==> src/rtl/alu_pkg.sv <==
// ALU opcode set and shared constants used by the ALU and its arbiter.
package alu_pkg;

  localparam int unsigned ALU_OP_LAST   = 8;
  localparam int unsigned REG_WIDTH_DEF = 8;
  localparam int unsigned OP_WIDTH_DEF  = 4;

  typedef enum logic [OP_WIDTH_DEF-1:0] {
    AND = 4'd0,
    SLT = 4'd1,
    OR  = 4'd2,
    ADD = 4'd3,
    SUB = 4'd4,
    SRL = 4'd5,
    SRA = 4'd6,
    BEQ = 4'd7,
    MEM = 4'd8
  } alu_op_e;

  // Ops whose car_out byte carries meaning (overflow or shifted-out bits).
  function automatic logic op_has_carry(input int unsigned op);
    return (op >= 32'(ADD)) && (op <= 32'(SRA));
  endfunction

endpackage

==> src/rtl/alu.sv <==
// Combinational ALU. res_out/car_out/jump are only meaningful for the
// ops that define them; other ops leave unrelated values on those outputs.
module alu
  import alu_pkg::*;
#(
  parameter int unsigned REG_WIDTH = REG_WIDTH_DEF,
  parameter int unsigned OP_WIDTH  = OP_WIDTH_DEF
) (
  input  logic [REG_WIDTH-1:0] ra,
  input  logic [REG_WIDTH-1:0] rb,
  input  logic [OP_WIDTH-1:0]  op,
  output logic [REG_WIDTH-1:0] res_out,
  output logic [REG_WIDTH-1:0] car_out,
  output logic                 zero,
  output logic                 jump
);

  localparam int unsigned SHW = $clog2(REG_WIDTH);

  logic [SHW-1:0]         w_sh;
  logic [REG_WIDTH:0]     w_sum;
  logic [REG_WIDTH:0]     w_dif;
  logic [2*REG_WIDTH-1:0] w_srl;
  logic [2*REG_WIDTH-1:0] w_sra;
  logic                   w_lt;

  // Signed saturation of a sign-extended (REG_WIDTH+1)-bit result.
  function automatic logic [REG_WIDTH-1:0] sat(input logic [REG_WIDTH:0] s);
    if (s[REG_WIDTH] != s[REG_WIDTH-1])
      return s[REG_WIDTH] ? {1'b1, {(REG_WIDTH-1){1'b0}}} : {1'b0, {(REG_WIDTH-1){1'b1}}};
    return s[REG_WIDTH-1:0];
  endfunction

  assign w_sh  = rb[SHW-1:0];
  assign w_sum = {ra[REG_WIDTH-1], ra} + {rb[REG_WIDTH-1], rb};
  assign w_dif = {ra[REG_WIDTH-1], ra} - {rb[REG_WIDTH-1], rb};
  // Shift a double-width word so the bits shifted out land in the low byte.
  assign w_srl = {ra, {REG_WIDTH{1'b0}}} >> w_sh;
  assign w_sra = $signed({ra, {REG_WIDTH{1'b0}}}) >>> w_sh;
  assign w_lt  = $signed(ra) < $signed(rb);

  assign zero = (res_out == '0);
  assign jump = (ra == rb);

  // Opcode decode; defaults leave unrelated values on res_out/car_out.
  always_comb begin
    res_out = ra | rb;
    car_out = ra ^ ~rb;
    case (op)
      OP_WIDTH'(AND): res_out = ra & rb;
      OP_WIDTH'(SLT): res_out = {{(REG_WIDTH-1){1'b0}}, w_lt};
      OP_WIDTH'(OR):  res_out = ra | rb;
      OP_WIDTH'(ADD): begin
        res_out = sat(w_sum);
        car_out = {{(REG_WIDTH-1){1'b0}}, w_sum[REG_WIDTH] != w_sum[REG_WIDTH-1]};
      end
      OP_WIDTH'(SUB): begin
        res_out = sat(w_dif);
        car_out = {{(REG_WIDTH-1){1'b0}}, w_dif[REG_WIDTH] != w_dif[REG_WIDTH-1]};
      end
      OP_WIDTH'(SRL): begin
        res_out = w_srl[2*REG_WIDTH-1:REG_WIDTH];
        car_out = w_srl[REG_WIDTH-1:0];
      end
      OP_WIDTH'(SRA): begin
        res_out = w_sra[2*REG_WIDTH-1:REG_WIDTH];
        car_out = w_sra[REG_WIDTH-1:0];
      end
      OP_WIDTH'(BEQ): res_out = ra - rb;
      OP_WIDTH'(MEM): res_out = ra + rb;
      default:        res_out = ra | rb;
    endcase
  end

endmodule

==> src/rtl/alu_rr_arbiter_rr_pick.sv <==
// Round-robin priority picker: first set request at or above ptr, wrapping.
module rr_pick #(
  parameter int unsigned NUM_REQ  = 2,
  parameter int unsigned ID_WIDTH = $clog2(NUM_REQ)
) (
  input  logic [ID_WIDTH-1:0] ptr,
  input  logic [NUM_REQ-1:0]  req,
  output logic [NUM_REQ-1:0]  grant,
  output logic [ID_WIDTH-1:0] idx,
  output logic                any
);

  int unsigned w_j;

  // Scan from ptr upward with wrap; first hit wins.
  always_comb begin
    grant = '0;
    idx   = '0;
    any   = 1'b0;
    w_j   = 0;
    for (int unsigned k = 0; k < NUM_REQ; k++) begin
      w_j = (32'(ptr) + k) % NUM_REQ;
      if (!any && req[w_j]) begin
        grant[w_j] = 1'b1;
        idx        = ID_WIDTH'(w_j);
        any        = 1'b1;
      end
    end
  end

endmodule

==> src/rtl/alu_rr_arbiter.sv <==
// Shares one ALU between NUM_REQ requesters with round-robin arbitration
// and a single registered response stage carrying the requester ID.
module alu_rr_arbiter
  import alu_pkg::*;
#(
  parameter int unsigned REG_WIDTH = REG_WIDTH_DEF,
  parameter int unsigned OP_WIDTH  = OP_WIDTH_DEF,
  parameter int unsigned NUM_REQ   = 2,
  parameter int unsigned ID_WIDTH  = $clog2(NUM_REQ)
) (
  input  logic                          clk,
  input  logic                          reset,
  input  logic [NUM_REQ-1:0]            req_valid,
  output logic [NUM_REQ-1:0]            req_ready,
  input  logic [NUM_REQ*REG_WIDTH-1:0]  req_ra,
  input  logic [NUM_REQ*REG_WIDTH-1:0]  req_rb,
  input  logic [NUM_REQ*OP_WIDTH-1:0]   req_op,
  output logic                          rsp_valid,
  input  logic                          rsp_ready,
  output logic [ID_WIDTH-1:0]           rsp_id,
  output logic [REG_WIDTH-1:0]          rsp_res,
  output logic [REG_WIDTH-1:0]          rsp_car,
  output logic                          rsp_zero,
  output logic                          rsp_jump,
  output logic                          rsp_err
);

  logic [ID_WIDTH-1:0]  r_ptr;
  logic                 r_rsp_valid;
  logic [ID_WIDTH-1:0]  r_rsp_id;
  logic [REG_WIDTH-1:0] r_rsp_res;
  logic [REG_WIDTH-1:0] r_rsp_car;
  logic                 r_rsp_zero;
  logic                 r_rsp_jump;
  logic                 r_rsp_err;

  logic                 w_stage_free;
  logic                 w_open;
  logic [NUM_REQ-1:0]   w_grant;
  logic [ID_WIDTH-1:0]  w_idx;
  logic                 w_any;
  logic                 w_accept;
  logic [REG_WIDTH-1:0] w_ra;
  logic [REG_WIDTH-1:0] w_rb;
  logic [OP_WIDTH-1:0]  w_op;
  logic [REG_WIDTH-1:0] w_alu_res;
  logic [REG_WIDTH-1:0] w_alu_car;
  logic                 w_alu_zero;
  logic                 w_alu_jump;
  logic                 w_pass_res;
  logic [REG_WIDTH-1:0] w_cln_res;
  logic [REG_WIDTH-1:0] w_cln_car;
  logic                 w_cln_zero;
  logic                 w_cln_jump;
  logic                 w_cln_err;

  rr_pick #(
    .NUM_REQ (NUM_REQ),
    .ID_WIDTH(ID_WIDTH)
  ) u_pick (
    .ptr  (r_ptr),
    .req  (req_valid),
    .grant(w_grant),
    .idx  (w_idx),
    .any  (w_any)
  );

  assign w_stage_free = !r_rsp_valid || rsp_ready;
  assign w_open       = w_stage_free && !reset;
  assign req_ready    = w_open ? w_grant : '0;
  assign w_accept     = w_open && w_any;

  assign w_ra = req_ra[32'(w_idx)*REG_WIDTH +: REG_WIDTH];
  assign w_rb = req_rb[32'(w_idx)*REG_WIDTH +: REG_WIDTH];
  assign w_op = req_op[32'(w_idx)*OP_WIDTH  +: OP_WIDTH];

  alu #(
    .REG_WIDTH(REG_WIDTH),
    .OP_WIDTH (OP_WIDTH)
  ) u_alu (
    .ra     (w_ra),
    .rb     (w_rb),
    .op     (w_op),
    .res_out(w_alu_res),
    .car_out(w_alu_car),
    .zero   (w_alu_zero),
    .jump   (w_alu_jump)
  );

  // Mask ALU outputs that the current op does not define. The ALU zero flag
  // is reused where res passes through; masked results are zero by definition.
  always_comb begin
    w_cln_err  = (32'(w_op) > ALU_OP_LAST);
    w_pass_res = (32'(w_op) <= 32'(SRA)) || (32'(w_op) == ALU_OP_LAST);
    w_cln_res  = w_pass_res ? w_alu_res : '0;
    w_cln_car  = op_has_carry(32'(w_op)) ? w_alu_car : '0;
    w_cln_jump = (w_op == OP_WIDTH'(BEQ)) ? w_alu_jump : 1'b0;
    w_cln_zero = w_pass_res ? w_alu_zero : 1'b1;
  end

  // Response stage and round-robin pointer.
  always_ff @(posedge clk) begin
    if (reset) begin
      r_ptr       <= '0;
      r_rsp_valid <= 1'b0;
      r_rsp_id    <= '0;
      r_rsp_res   <= '0;
      r_rsp_car   <= '0;
      r_rsp_zero  <= 1'b0;
      r_rsp_jump  <= 1'b0;
      r_rsp_err   <= 1'b0;
    end else if (w_accept) begin
      r_ptr       <= (w_idx == ID_WIDTH'(NUM_REQ-1)) ? '0 : w_idx + ID_WIDTH'(1);
      r_rsp_valid <= 1'b1;
      r_rsp_id    <= w_idx;
      r_rsp_res   <= w_cln_res;
      r_rsp_car   <= w_cln_car;
      r_rsp_zero  <= w_cln_zero;
      r_rsp_jump  <= w_cln_jump;
      r_rsp_err   <= w_cln_err;
    end else if (rsp_ready) begin
      r_rsp_valid <= 1'b0;
    end
  end

  assign rsp_valid = r_rsp_valid;
  assign rsp_id    = r_rsp_id;
  assign rsp_res   = r_rsp_res;
  assign rsp_car   = r_rsp_car;
  assign rsp_zero  = r_rsp_zero;
  assign rsp_jump  = r_rsp_jump;
  assign rsp_err   = r_rsp_err;

endmodule

==> config.mk <==
export PLATFORM = sky130hd
export DESIGN_NAME = alu_rr_arbiter
export DESIGN_NICKNAME = d
export VERILOG_FILES = /design/src/rtl/alu_pkg.sv /design/src/rtl/alu.sv /design/src/rtl/alu_rr_arbiter_rr_pick.sv /design/src/rtl/alu_rr_arbiter.sv
export SDC_FILE = /design/constraint.sdc
export NUM_CORES = 1
export LEC_CHECK = 0
export ABC_AREA = 0
export BUFFER_PORTS_ARGS = -buffer_cell sky130_fd_sc_hd__buf_2
export CELL_PAD_IN_SITES_DETAIL_PLACEMENT = 0
export CELL_PAD_IN_SITES_GLOBAL_PLACEMENT = 2
export CORE_ASPECT_RATIO = 0.6
export CORE_MARGIN = 2
export CORE_UTILIZATION = 30
export DETAILED_ROUTE_END_ITERATION = 12
export PLACE_DENSITY_LB_ADDON = 0.1
export RECOVER_POWER = 100
export SYNTH_ARGS = -nofsm -noshare
export SYNTH_HDL_FRONTEND = slang
export SYNTH_SLANG_ARGS = --single-unit
==> constraint.sdc <==
create_clock -name clk -period 4.4 [get_ports clk]
set_input_delay 0.22 -clock clk [delete_from_list [all_inputs] [get_ports clk]]
set_output_delay 0.22 -clock clk [all_outputs]
set_load 0.01 [all_outputs]
==> qor_table.md, run 1 <==
| Parameter | Value |
|---|---|
| Type of element launching the critical path | flip-flop |
| Largest stage delay, worst path | 470 ps |
| Proportion of synthesized chip area in sequential cells | 10.45% |
| Number of levels in the clock H-tree | 1 |
| # fillers | 1482 |
| Fmax achieved | 0.2349 GHz |
| Timing startpoint of the critical path | r_ptr |
| Static leakage | 2.142 nW |
| Cell chain of the critical path | and2b_4 > buf_6 > o21ai_2 > and2_1 > inv_1 > ha_2 > o21ba_2 > nor3_1 > o32ai_1 > buf_4 > a2111o_1 > nand4_1 > a21oi_1 > o31a_1 > a211o_1 > or4_1 > o31ai_1 > and4_1 |
| Synth Net Count | 657 |
| Hold bufs inserted after CTS | 0 |
| TritonCTS sink count | 22 |
| Synthesized cell area | 0.004213 mm2 |
| GRT Resource Usage Total | 26.45% |
| Fraction of the cycle the final worst path needs | 96.74% |
| Layout cell share with drive strength beyond 1 | 23.43% |
| Die outline area | 0.01504 mm2 |
| Antenna diode count | 0 |
| Run status | completed |
| Growth of design area from synthesis to finish | 23.64% |
| Placed cell count | 869 |
| Synth async-reset ratio | 0% |
| Startpoint of the worst-slack reg-to-reg timing path | r_ptr |
| Average instance area after synthesis | 7.128 um2 |
| DRT iter0 DRCs | 542 |
| Yosys warns | 0 |
| Die height | 95.79 um |
| Largest net degree at the start of global routing | 25 |
| Max Slew Vio Count | 0 |
| Gpl congestion | 0.9502 |
| Initial antenna violation count | 0 |
| Average wire per standard cell | 22.49 um |
| Predominant post-synthesis flop cell | sky130_fd_sc_hd__dfxtp_1 |
| DP HPWL | 16.40 mm |
| Power density cells | 237.0 mW/mm2 |
| Count of flip-flops with a built-in enable after synthesis | 0 |
| Worst hold path class | input port to flip-flop |
| Max cap viols | 0 |
| # setup viols final | 0 |
| Commonest non-fill, non-tap cells in the layout | sky130_fd_sc_hd__nand2_1, sky130_fd_sc_hd__nor2_1, sky130_fd_sc_hd__buf_4 |
| TritonCTS clock tree | done |
| Total area of multi-input combinational cells | 0.003617 mm2 |
| Minimum setup slack after placement | -53.43 ps |
| Tmin final | 4257 ps |
| Most area-hungry cell type in the Yosys netlist | sky130_fd_sc_hd__dfxtp_1 |
| Number of buffer and inverter stages on the critical path | 3 |
| Sequential cell area | 440.4 um2 |
| Fin cells | 875 |
| Hold path startpoint | rsp_ready |
| Post-DRT Antenna Nets | 0 |
| Root Buffer Master | sky130_fd_sc_hd__clkbuf_16 |
| Count of boundary I/O pins | 68 |
| Die Span X | 157.0 um |
| Min setup slack post-route | 143.2 ps |
| Number of vias per cell | 5.797 |
| Clock latency on the worst-skew pair | 260 ps |
| Critical Path Slowest Stage Cell | sky130_fd_sc_hd__a2111o_1 |
| Starting density of the core | 30.82% |
| Number of remaining DRC errors | 0 |
| Core outline area | 0.01367 mm2 |
| # rows | 33 |
| Share of the synthesized area in the top cell type | 10.45% |
| Maximum clock insertion buffer count | 2 |
| Final routed wirelength across all metal layers | 19.68 mm |
| Number of buffers created by CTS | 3 |
| Flip-flop and latch count after synthesis | 22 |
| Vias in the first global route | 4844 |
| Input/output buffers | 67 |
| Worst-path fanout max | 8 |
| Endpoint required time on the critical path | 4600 ps |
| Worst vdd rail ir drop | 0.08866 mV |
| Setup crit end kind | flip-flop |
| Number of library cell types mapped by synthesis | 89 |
| Core occupancy in the finished layout | 38.11% |
| Wire length of the first global-routing pass | 29.53 mm |
| Final nets | 751 |
| Arrival time reported for the critical path endpoint | 4460 ps |
| Worst Clk Skew | 2.130 ps |
| Mapped Cells | 591 |
| TritonRoute pass-1 iters | 6 |
| Post-CTS clock slew at the launch and capture registers of the worst setup and hold paths | 60 ps |
| Final Hold Fails | 0 |
| Most area-consuming cells after synthesis | sky130_fd_sc_hd__dfxtp_1, sky130_fd_sc_hd__mux2i_1, sky130_fd_sc_hd__ha_1 |
| Kind of cell with the highest combined delay on the critical path | compound AO/OA/AOI/OAI gates |
| Slew @ Worst Pin | 1167 ps |
| Total gr overflow | 0 |
| Vias after detailed routing | 5072 |
| Tightest slew margin relative to the limit | 21.85% |
| Critical setup path kind | flip-flop to flip-flop |
[metrics by stage]
stage               TNS, ps  hold WS, ps  instance area [um2]  power (W)
floorplan                 0        386.8                 4234  0.0007165
global placement     -118.4        441.0                 5021   0.001002
detailed placement   -53.43        445.2                 5021  0.0009903
CTS                       0        249.1                 5102   0.001190
global route         -34.51        275.0                 5209   0.001317
finish                    0        250.4                 5209   0.001234
[where the power goes]
group	total (W)	switching, W	internal, W
registers	0.000214	0.00000486	0.000209
logic	0.000827	0.000496	0.000331
clock network	0.000194	0.0000734	0.000120
[synth_stat cells, types with 5 or more instances]
library cell	instances
sky130_fd_sc_hd__a21oi_1	39
sky130_fd_sc_hd__a22oi_1	12
sky130_fd_sc_hd__o211ai_1	5
sky130_fd_sc_hd__xor2_1	9
sky130_fd_sc_hd__nand2b_1	16
sky130_fd_sc_hd__a221oi_1	11
sky130_fd_sc_hd__nand3_1	16
sky130_fd_sc_hd__xnor2_1	21
sky130_fd_sc_hd__or3_1	5
sky130_fd_sc_hd__o31ai_1	7
sky130_fd_sc_hd__and3_1	6
sky130_fd_sc_hd__a31oi_1	7
sky130_fd_sc_hd__nand4_1	10
sky130_fd_sc_hd__o21ai_1	6
sky130_fd_sc_hd__a211oi_1	10
sky130_fd_sc_hd__ha_1	20
sky130_fd_sc_hd__inv_1	21
sky130_fd_sc_hd__and2_1	10
sky130_fd_sc_hd__clkbuf_1	19
sky130_fd_sc_hd__nor3_1	15
sky130_fd_sc_hd__dfxtp_1	22
sky130_fd_sc_hd__buf_2	8
sky130_fd_sc_hd__nor4_1	5
sky130_fd_sc_hd__nor2b_1	9
sky130_fd_sc_hd__nor2_1	57
sky130_fd_sc_hd__o21ai_0	24
sky130_fd_sc_hd__o21a_1	8
sky130_fd_sc_hd__nand2_1	56
sky130_fd_sc_hd__mux2i_1	34
[path summary, 6_finish.rpt]
| path | to | slack, ps | depth (start not counted) |
|---|---|---|---|
| worst min-delay path | rsp_valid | 250 | 3 |
| worst min register to register | rsp_jump | 450 | 2 |
| worst max-delay path | rsp_zero | 140 | 18 |
| worst max register to register | rsp_zero | 140 | 18 |
[final cells by class]
class                      count  share of cell area (%)
tap                          192                   4.612
multi-input combinational    507                   69.45
inverter                      25                   1.802
clock buffer                   3                   1.441
sequential                    22                   8.455
timing repair buffer         126                   14.24
[repair_timing]
action                                  4_1_cts  5_1_grt
gates resized for setup                       1       30
buffers inserted                              0        3
endpoints found under the setup margin        1        2
pin swaps                                     0        4
[logic make-up (layout without fill, tap and decap cells)]
| group | after synthesis | in the layout | share of synthesized area [%] |
|---|---|---|---|
| AOI/OAI and AO/OA | 184 | 184 | 31.93 |
| and+or+nand+nor | 234 | 234 | 28.57 |
| xor gates and xnor gates | 30 | 30 | 6.237 |
| muxes | 37 | 37 | 9.148 |
| adders and majority gates | 22 | 22 | 6.653 |
| buffers and inverters | 62 | 154 | 7.009 |
| DFF | 22 | 22 | 10.45 |
[layer usage]
layer,GRT usage [%],up-vias,share of wire [%]
li1,-,2387,-
met1,39.16,2482,51
met2,40.39,184,41
met3,4.773,19,6.3
met4,3.976,0,1.4
met5,0,-,0
[tightest hold or removal path, stage by stage]
cell and delay, ps:
sky130_fd_sc_hd__buf_2 70, sky130_fd_sc_hd__nand2b_1 110, sky130_fd_sc_hd__a21oi_1 60
[registers in the layout, summed over array words and instances, names as in the netlist]
name / count
rsp_jump: 1
rsp_car: 8
r_ptr: 1
rsp_zero: 1
rsp_res: 8
rsp_valid: 1
rsp_id: 1
rsp_err: 1
Power figures use the tool's default switching activity.
==> run 2, diff against run 1 <==
CORE_UTILIZATION = 35   (was 30)
clock period = 5.1 ns   (was 4.4 ns; I/O delays follow)
==> qor_table.md, run 2 (synthesis gave the netlist of run 1 again) <==
| Parameter | Value | Delta |
|---|---|---|
| Maximum clock insertion buffer count | 2 | unchanged |
| Vias after detailed routing | 4913 | -3.1% |
| Input/output buffers | 67 | unchanged |
| Average wire per standard cell | 22.44 um | -0.24% |
| Final routed wirelength across all metal layers | 18.11 mm | -8.0% |
| Layout cell share with drive strength beyond 1 | 15.46% | -8.0 points |
| Endpoint of the worst-slack reg-to-reg timing path | rsp_zero |  |
| Hold WS | 293.8 ps | +43.43 ps |
| Buffers inserted during post-CTS setup optimization | 0 | unchanged |
| Antenna diode count | 0 | unchanged |
| Core outline area | 0.01152 mm2 | -16% |
| Reg-to-reg setup timing slack | 370 ps | +230 ps |
| Post-CTS clock slew at the launch and capture registers of the worst setup and hold paths | 60 ps | about the same |
| TritonRoute pass-1 iters | 5 | -1 |
| Routing usage on met1 | 41.59% | +2.4 points |
| Largest stage delay, worst path | 580 ps | +110 ps |
| Initial antenna violation count | 0 | unchanged |
| Commonest non-fill, non-tap cells in the layout | sky130_fd_sc_hd__nand2_1, sky130_fd_sc_hd__nor2_1, sky130_fd_sc_hd__buf_2 |  |
| Setup_tns | 0 ps | unchanged |
| Endpoint of the most critical setup path | rsp_zero |  |
| DP HPWL | 15.07 mm | -8.1% |
| TritonCTS sink count | 22 | unchanged |
| M2 GR Usage | 42.48% | +2.1 points |
| Startpoint of the worst-slack reg-to-reg timing path | r_ptr |  |
| Max Slew Vio Count | 0 | unchanged |
| Number of buffer and inverter stages on the critical path | 2 | -1 |
| Root Buffer Master | sky130_fd_sc_hd__clkbuf_16 |  |
| Number of buffers created by CTS | 3 | unchanged |
| Final Hold Fails | 0 | unchanged |
| Worst vdd rail ir drop | 0.1020 mV | +15% |
| Cell occurring most often along the worst timing path | sky130_fd_sc_hd__o31ai_1 |  |
| Logic pwr share | 64.7% | -2.3 points |
| Critical Path Slowest Stage Cell | sky130_fd_sc_hd__or4_1 |  |
| Number of levels in the clock H-tree | 1 | unchanged |
| Tmin final | 4729 ps | +471.9 ps |
| Slew @ Worst Pin | 1289 ps | +122.2 ps |
| Worst-path fanout max | 16 | +8 |
| Largest net degree at the start of global routing | 26 | +4.0% |
| Relative contribution of the clock network to total power | 16.6% | +0.9 points |
| Type of element launching the critical path | flip-flop |  |
| Die Span X | 145.6 um | -7.2% |
| Finished layout cell area | 0.004745 mm2 | -8.9% |
| Die height | 88.98 um | -7.1% |
| Setup crit end kind | flip-flop |  |
| Run status | completed |  |
| Endpoint required time on the critical path | 5300 ps | +700 ps |
| Growth of design area from synthesis to finish | 12.62% |  |
| Most used routing layer in global routing | met2 |  |
| Vias in the first global route | 4541 | -6.3% |
| TritonCTS clock tree | done |  |
| Tightest slew margin relative to the limit | 12.94% | -8.9 points |
| Post-DRT Antenna Nets | 0 | unchanged |
| Min setup slack post-route | 371.4 ps | +228.1 ps |
| Net switching component of the power | 0.0004689 W | -18% |
| GRT Resource Usage Total | 27.85% | +1.4 points |
| Wire length of the first global-routing pass | 27.55 mm | -6.7% |
| Power density cells | 208.6 mW/mm2 | -12% |
| Setup repair after global routing missed its margin | false |  |
| Hold path startpoint | rsp_ready |  |
| Fmax achieved | 0.2115 GHz | -10% |
| Count of boundary I/O pins | 68 | unchanged |
| DRT iter0 DRCs | 599 | +11% |
| Starting density of the core | 36.56% | +5.7 points |
| Number of vias per cell | 6.088 | +5.0% |
| Arrival time reported for the critical path endpoint | 4930 ps | +470 ps |
| Total gr overflow | 0 | unchanged |
| Die outline area | 0.01296 mm2 | -14% |
| Number of gates given a new drive strength after cts | 0 | -1 |
| Number of remaining DRC errors | 0 | unchanged |
| Kind of cell with the highest combined delay on the critical path | simple AND/OR/NAND/NOR gates |  |
| Static leakage | 1.937 nW | -9.6% |
| Hold bufs inserted after CTS | 0 | unchanged |
| Max cap viols | 0 | unchanged |
| # setup viols final | 0 | unchanged |
| Post-detailed-placement cell area | 0.004723 mm2 | -5.9% |
| Met3 demand-to-capacity share in global routing | 5.714% | +0.94 points |
| Fraction of the cycle the final worst path needs | 92.72% | -4.0 points |
| Critical setup path kind | flip-flop to flip-flop |  |
| Net Sw Frac | 47.39% | +0.87 points |
| Timing startpoint of the critical path | r_ptr |  |
| Worst hold path class | input port to flip-flop |  |
| Gpl congestion | 0.9529 | +0.28% |
| # rows | 30 | -9.1% |
| Core occupancy in the finished layout | 41.17% | +3.1 points |
| Number of cells on the worst reg-to-reg path | 18 | unchanged |
| Minimum setup slack after placement | 440.4 ps | +493.8 ps |
| Clock latency on the worst-skew pair | 260 ps | about the same |
| Final nets | 715 | -4.8% |
| Part of the total power dissipated in sequential elements | 18.6% | +1.3 points |
| Internal | 0.0005205 W | -21% |
| Number of cells on the critical path | 18 | unchanged |
| Cell chain of the critical path | nand2b_1 > buf_4 > nand3_1 > nand2_1 > ha_1 > inv_1 > fa_1 > nor2b_1 > o211a_1 > o31ai_1 > a21oi_1 > o2bb2ai_1 > nor2_1 > a211oi_1 > a41oi_1 > or4_1 > o31ai_1 > and4_1 |  |
| Worst Clk Skew | 3.145 ps | +1.016 ps |
## run 2: worst min path at each step
stage	cells after the start	endpoint	slack, ps
final	3	rsp_valid	290
after global routing	3	rsp_valid	320
after CTS	3	rsp_valid	300
after detailed placement	2	rsp_res[7]	440
after global placement	2	rsp_jump	440
after floorplan	2	rsp_valid	420
## run 2: layout make-up
| class | count | area (um2) |
|---|---|---|
| clock buffer | 3 | 75.07 |
| fill | 1259 | 6779 |
| inverter | 25 | 93.84 |
| multi-input combinational | 507 | 3465 |
| sequential | 22 | 440.4 |
| tap | 160 | 200.2 |
| timing repair buffer | 90 | 470.5 |
## run 2: power by group through the flow
stage,Clock (W),Combinational (W),Sequential [W]
floorplan,0,0.000423,0.000191
global placement,0,0.000631,0.000188
detailed placement,0,0.000624,0.000188
CTS,0.000169,0.000628,0.000184
global route,0.000173,0.000691,0.000185
finish,0.000165,0.000640,0.000184
## run 2: per-stage QoR
| stage | instances | total power (W) |
|---|---|---|
| after global routing | 807 | 0.001050 |
| after floorplan | 591 | 0.0006145 |
| after detailed placement | 804 | 0.0008120 |
| final | 807 | 0.0009895 |
| after CTS | 807 | 0.0009815 |
| after global placement | 804 | 0.0008187 |
## run 2: routing by layer
layer / up-vias / part of all wire, %
li1: 2320 / -
met1: 2345 / 49
met2: 230 / 40
met3: 18 / 9.3
met4: 0 / 0.97
met5: - / 0
## run 2: tightest hold or removal path: cells and delay by family
kind	cells	cell delay (ps)
buffers and inverters	1	70
and+or+nand+nor	1	110
AOI/OAI and AO/OA	1	60
==> run 3, diff against run 2 <==
SETUP_SLACK_MARGIN = 0.5   (was unset)
==> qor_table.md, run 3 (synthesis gave the netlist of run 1 again) <==
| Parameter | Value | Delta |
|---|---|---|
| Sequential cell area | 440.4 um2 | unchanged |
| Setup_tns | 0 ps | unchanged |
| Total gr overflow | 0 | unchanged |
| # rows | 30 | unchanged |
| Layout cell share with drive strength beyond 1 | 20.37% | +4.9 points |
| # setup viols final | 0 | unchanged |
| Endpoint of the most critical setup path | rsp_zero |  |
| Endpoint required time on the critical path | 5300 ps | about the same |
| Setup repair after global routing missed its margin | false |  |
| Max Slew Vio Count | 0 | unchanged |
| Largest net degree at the start of global routing | 26 | unchanged |
| Net Sw Frac | 45.39% | -2.0 points |
| Logic pwr share | 62.6% | -2.1 points |
| Post-CTS clock slew at the launch and capture registers of the worst setup and hold paths | 60 ps | about the same |
| Most common cell after layout, fill and taps aside | sky130_fd_sc_hd__nor2_1 |  |
| Worst-path fanout max | 15 | -1 |
| Critical Path Slowest Stage Cell | sky130_fd_sc_hd__clkbuf_1 |  |
| Timing startpoint of the critical path | req_valid[1] |  |
| Worst Clk Skew | 1.777 ps | -1.369 ps |
| Core occupancy in the finished layout | 43.40% | +2.2 points |
| Growth of design area from synthesis to finish | 18.71% |  |
| Arrival time reported for the critical path endpoint | 4790 ps | -140 ps |
| Tightest slew margin relative to the limit | 16.77% | +3.8 points |
| Internal | 0.0005951 W | +14% |
| TritonCTS clock tree | done |  |
| Startpoint of the worst-slack reg-to-reg timing path | r_ptr |  |
| Final nets | 720 | +0.70% |
| Clock latency on the worst-skew pair | 260 ps | about the same |
| Count of boundary I/O pins | 68 | unchanged |
| Vias in the first global route | 4660 | +2.6% |
| Min setup slack post-route | 511.0 ps | +139.7 ps |
| Endpoint of the worst-slack reg-to-reg timing path | rsp_zero |  |
| TritonRoute pass-1 iters | 5 | unchanged |
| Power density cells | 217.9 mW/mm2 | +4.5% |
| Post-DRT Antenna Nets | 0 | unchanged |
| Part of the total power dissipated in sequential elements | 16.9% | -1.7 points |
| Initial antenna violation count | 0 | unchanged |
| Number of levels in the clock H-tree | 1 | unchanged |
| Number of cells on the worst reg-to-reg path | 18 | unchanged |
| TritonCTS sink count | 22 | unchanged |
| Number of remaining DRC errors | 0 | unchanged |
| Relative contribution of the clock network to total power | 20.5% | +3.9 points |
| Final Hold Fails | 0 | unchanged |
| Worst hold path class | input port to flip-flop |  |
| GRT Resource Usage Total | 28.62% | +0.77 points |
| Minimum setup slack after placement | 473.5 ps | +33.12 ps |
| Largest stage delay, worst path | 690 ps | +110 ps |
| Average wire per standard cell | 22.76 um | +1.4% |
| Number of vias per cell | 6.043 | -0.74% |
| Cell chain of the critical path | buf_2 > clkbuf_1 > nand3_2 > nand2_2 > ha_1 > a21oi_1 > o22ai_1 > o31a_1 > o31ai_1 > xnor2_1 > nor2_1 > o21bai_1 > a211o_1 > or4_1 > o31ai_1 > and4_1 |  |
| Tmin final | 4589 ps | -139.7 ps |
| Worst vdd rail ir drop | 0.1088 mV | +6.7% |
| Commonest non-fill, non-tap cells in the layout | sky130_fd_sc_hd__nor2_1, sky130_fd_sc_hd__nand2_1, sky130_fd_sc_hd__buf_2 |  |
| Number of buffers created by CTS | 3 | unchanged |
| Placed cell count | 803 | -0.12% |
| Setup crit end kind | flip-flop |  |
| Vias after detailed routing | 4913 | unchanged |
| Run status | completed |  |
| Die Span X | 145.6 um | unchanged |
| Root Buffer Master | sky130_fd_sc_hd__clkbuf_16 |  |
| Antenna diode count | 0 | unchanged |
| Die outline area | 0.01296 mm2 | unchanged |
| Fmax achieved | 0.2179 GHz | +3.0% |
| Slew @ Worst Pin | 1237 ps | -51.75 ps |
| Core outline area | 0.01152 mm2 | unchanged |
| DRT iter0 DRCs | 432 | -28% |
| Total area of multi-input combinational cells | 0.003635 mm2 | +4.9% |
| Maximum clock insertion buffer count | 2 | unchanged |
| Hold bufs inserted after CTS | 0 | unchanged |
| Reg-to-reg setup timing slack | 580 ps | +210 ps |
| Type of element launching the critical path | input port |  |
| Net switching component of the power | 0.0004946 W | +5.5% |
| Critical setup path kind | input port to flip-flop |  |
| Starting density of the core | 36.56% | unchanged |
| Cell occurring most often along the worst timing path | sky130_fd_sc_hd__o31ai_1 |  |
| Fraction of the cycle the final worst path needs | 89.98% | -2.7 points |
| Wire length of the first global-routing pass | 28.39 mm | +3.1% |
| DP HPWL | 15.15 mm | +0.51% |
| Hold path startpoint | rsp_ready |  |
| Gpl congestion | 0.9241 | -3.0% |
| Fin cells | 813 | +0.74% |
| Max cap viols | 0 | unchanged |
| Final routed wirelength across all metal layers | 18.51 mm | +2.2% |
| Input/output buffers | 67 | unchanged |
| Static leakage | 2.002 nW | +3.4% |
| Die height | 88.98 um | unchanged |
| # fillers | 1267 | +0.64% |
run 3: final cells by class:
type / instances / area share (%)
multi-input combinational: 507 / 72.68
timing repair buffer: 95 / 10.46
sequential: 22 / 8.807
tap: 160 / 4.003
inverter: 25 / 1.951
clock buffer: 3 / 1.501
clock inverter: 1 / 0.6004
run 3: power by group through the flow:
stage	registers [W]	logic, W	clock network, W
after detailed placement	0.000187	0.000625	0
after global placement	0.000188	0.000634	0
final	0.000184	0.000682	0.000224
after CTS	0.000184	0.000631	0.000227
after global routing	0.000185	0.000736	0.000236
after floorplan	0.000191	0.000425	0
run 3: layer usage:
metal  vias to the layer above  wire, um  GRT usage (%)
met3                        20      1598          5.867
met5                         -         0              0
li1                       2334         -              -
met2                       200      7405          42.65
met4                         0       283          4.813
met1                      2359      9219          42.86
run 3: worst min path at each step:
stage / end / slack, ps / cells past startpoint
finish: rsp_valid / 280 / 3
floorplan: rsp_valid / 420 / 2
global placement: rsp_jump / 440 / 2
global route: rsp_valid / 310 / 3
CTS: rsp_valid / 280 / 3
detailed placement: rsp_res[7] / 440 / 2
run 3: metrics by stage:
| step | area (um2) | hold WS (ps) | power (W) |
|---|---|---|---|
| after floorplan | 4220 | 421.8 | 0.0006162 |
| after global placement | 4722 | 439.9 | 0.0008220 |
| after detailed placement | 4722 | 444.5 | 0.0008127 |
| after CTS | 4838 | 277.6 | 0.001042 |
| after global routing | 5001 | 312.0 | 0.001156 |
| final | 5001 | 279.1 | 0.001090 |
run 3: what timing repair did:
item | 4_1_cts | 5_1_grt
setup buffers | 0 | 6
gates cloned | 0 | 0
resized for setup | 2 | 36
pin swaps | 0 | 7
endpoints found under the setup margin | 1 | 5
run 3: critical path: cells and delay by family:
family	cells	cell delay (ps)
AO/OA/AOI/OAI	7	1490
adder cells (fa/ha/maj)	1	480
AND/OR/NAND/NOR	5	1340
XOR/XNOR	1	310
buffers and inverters	2	920
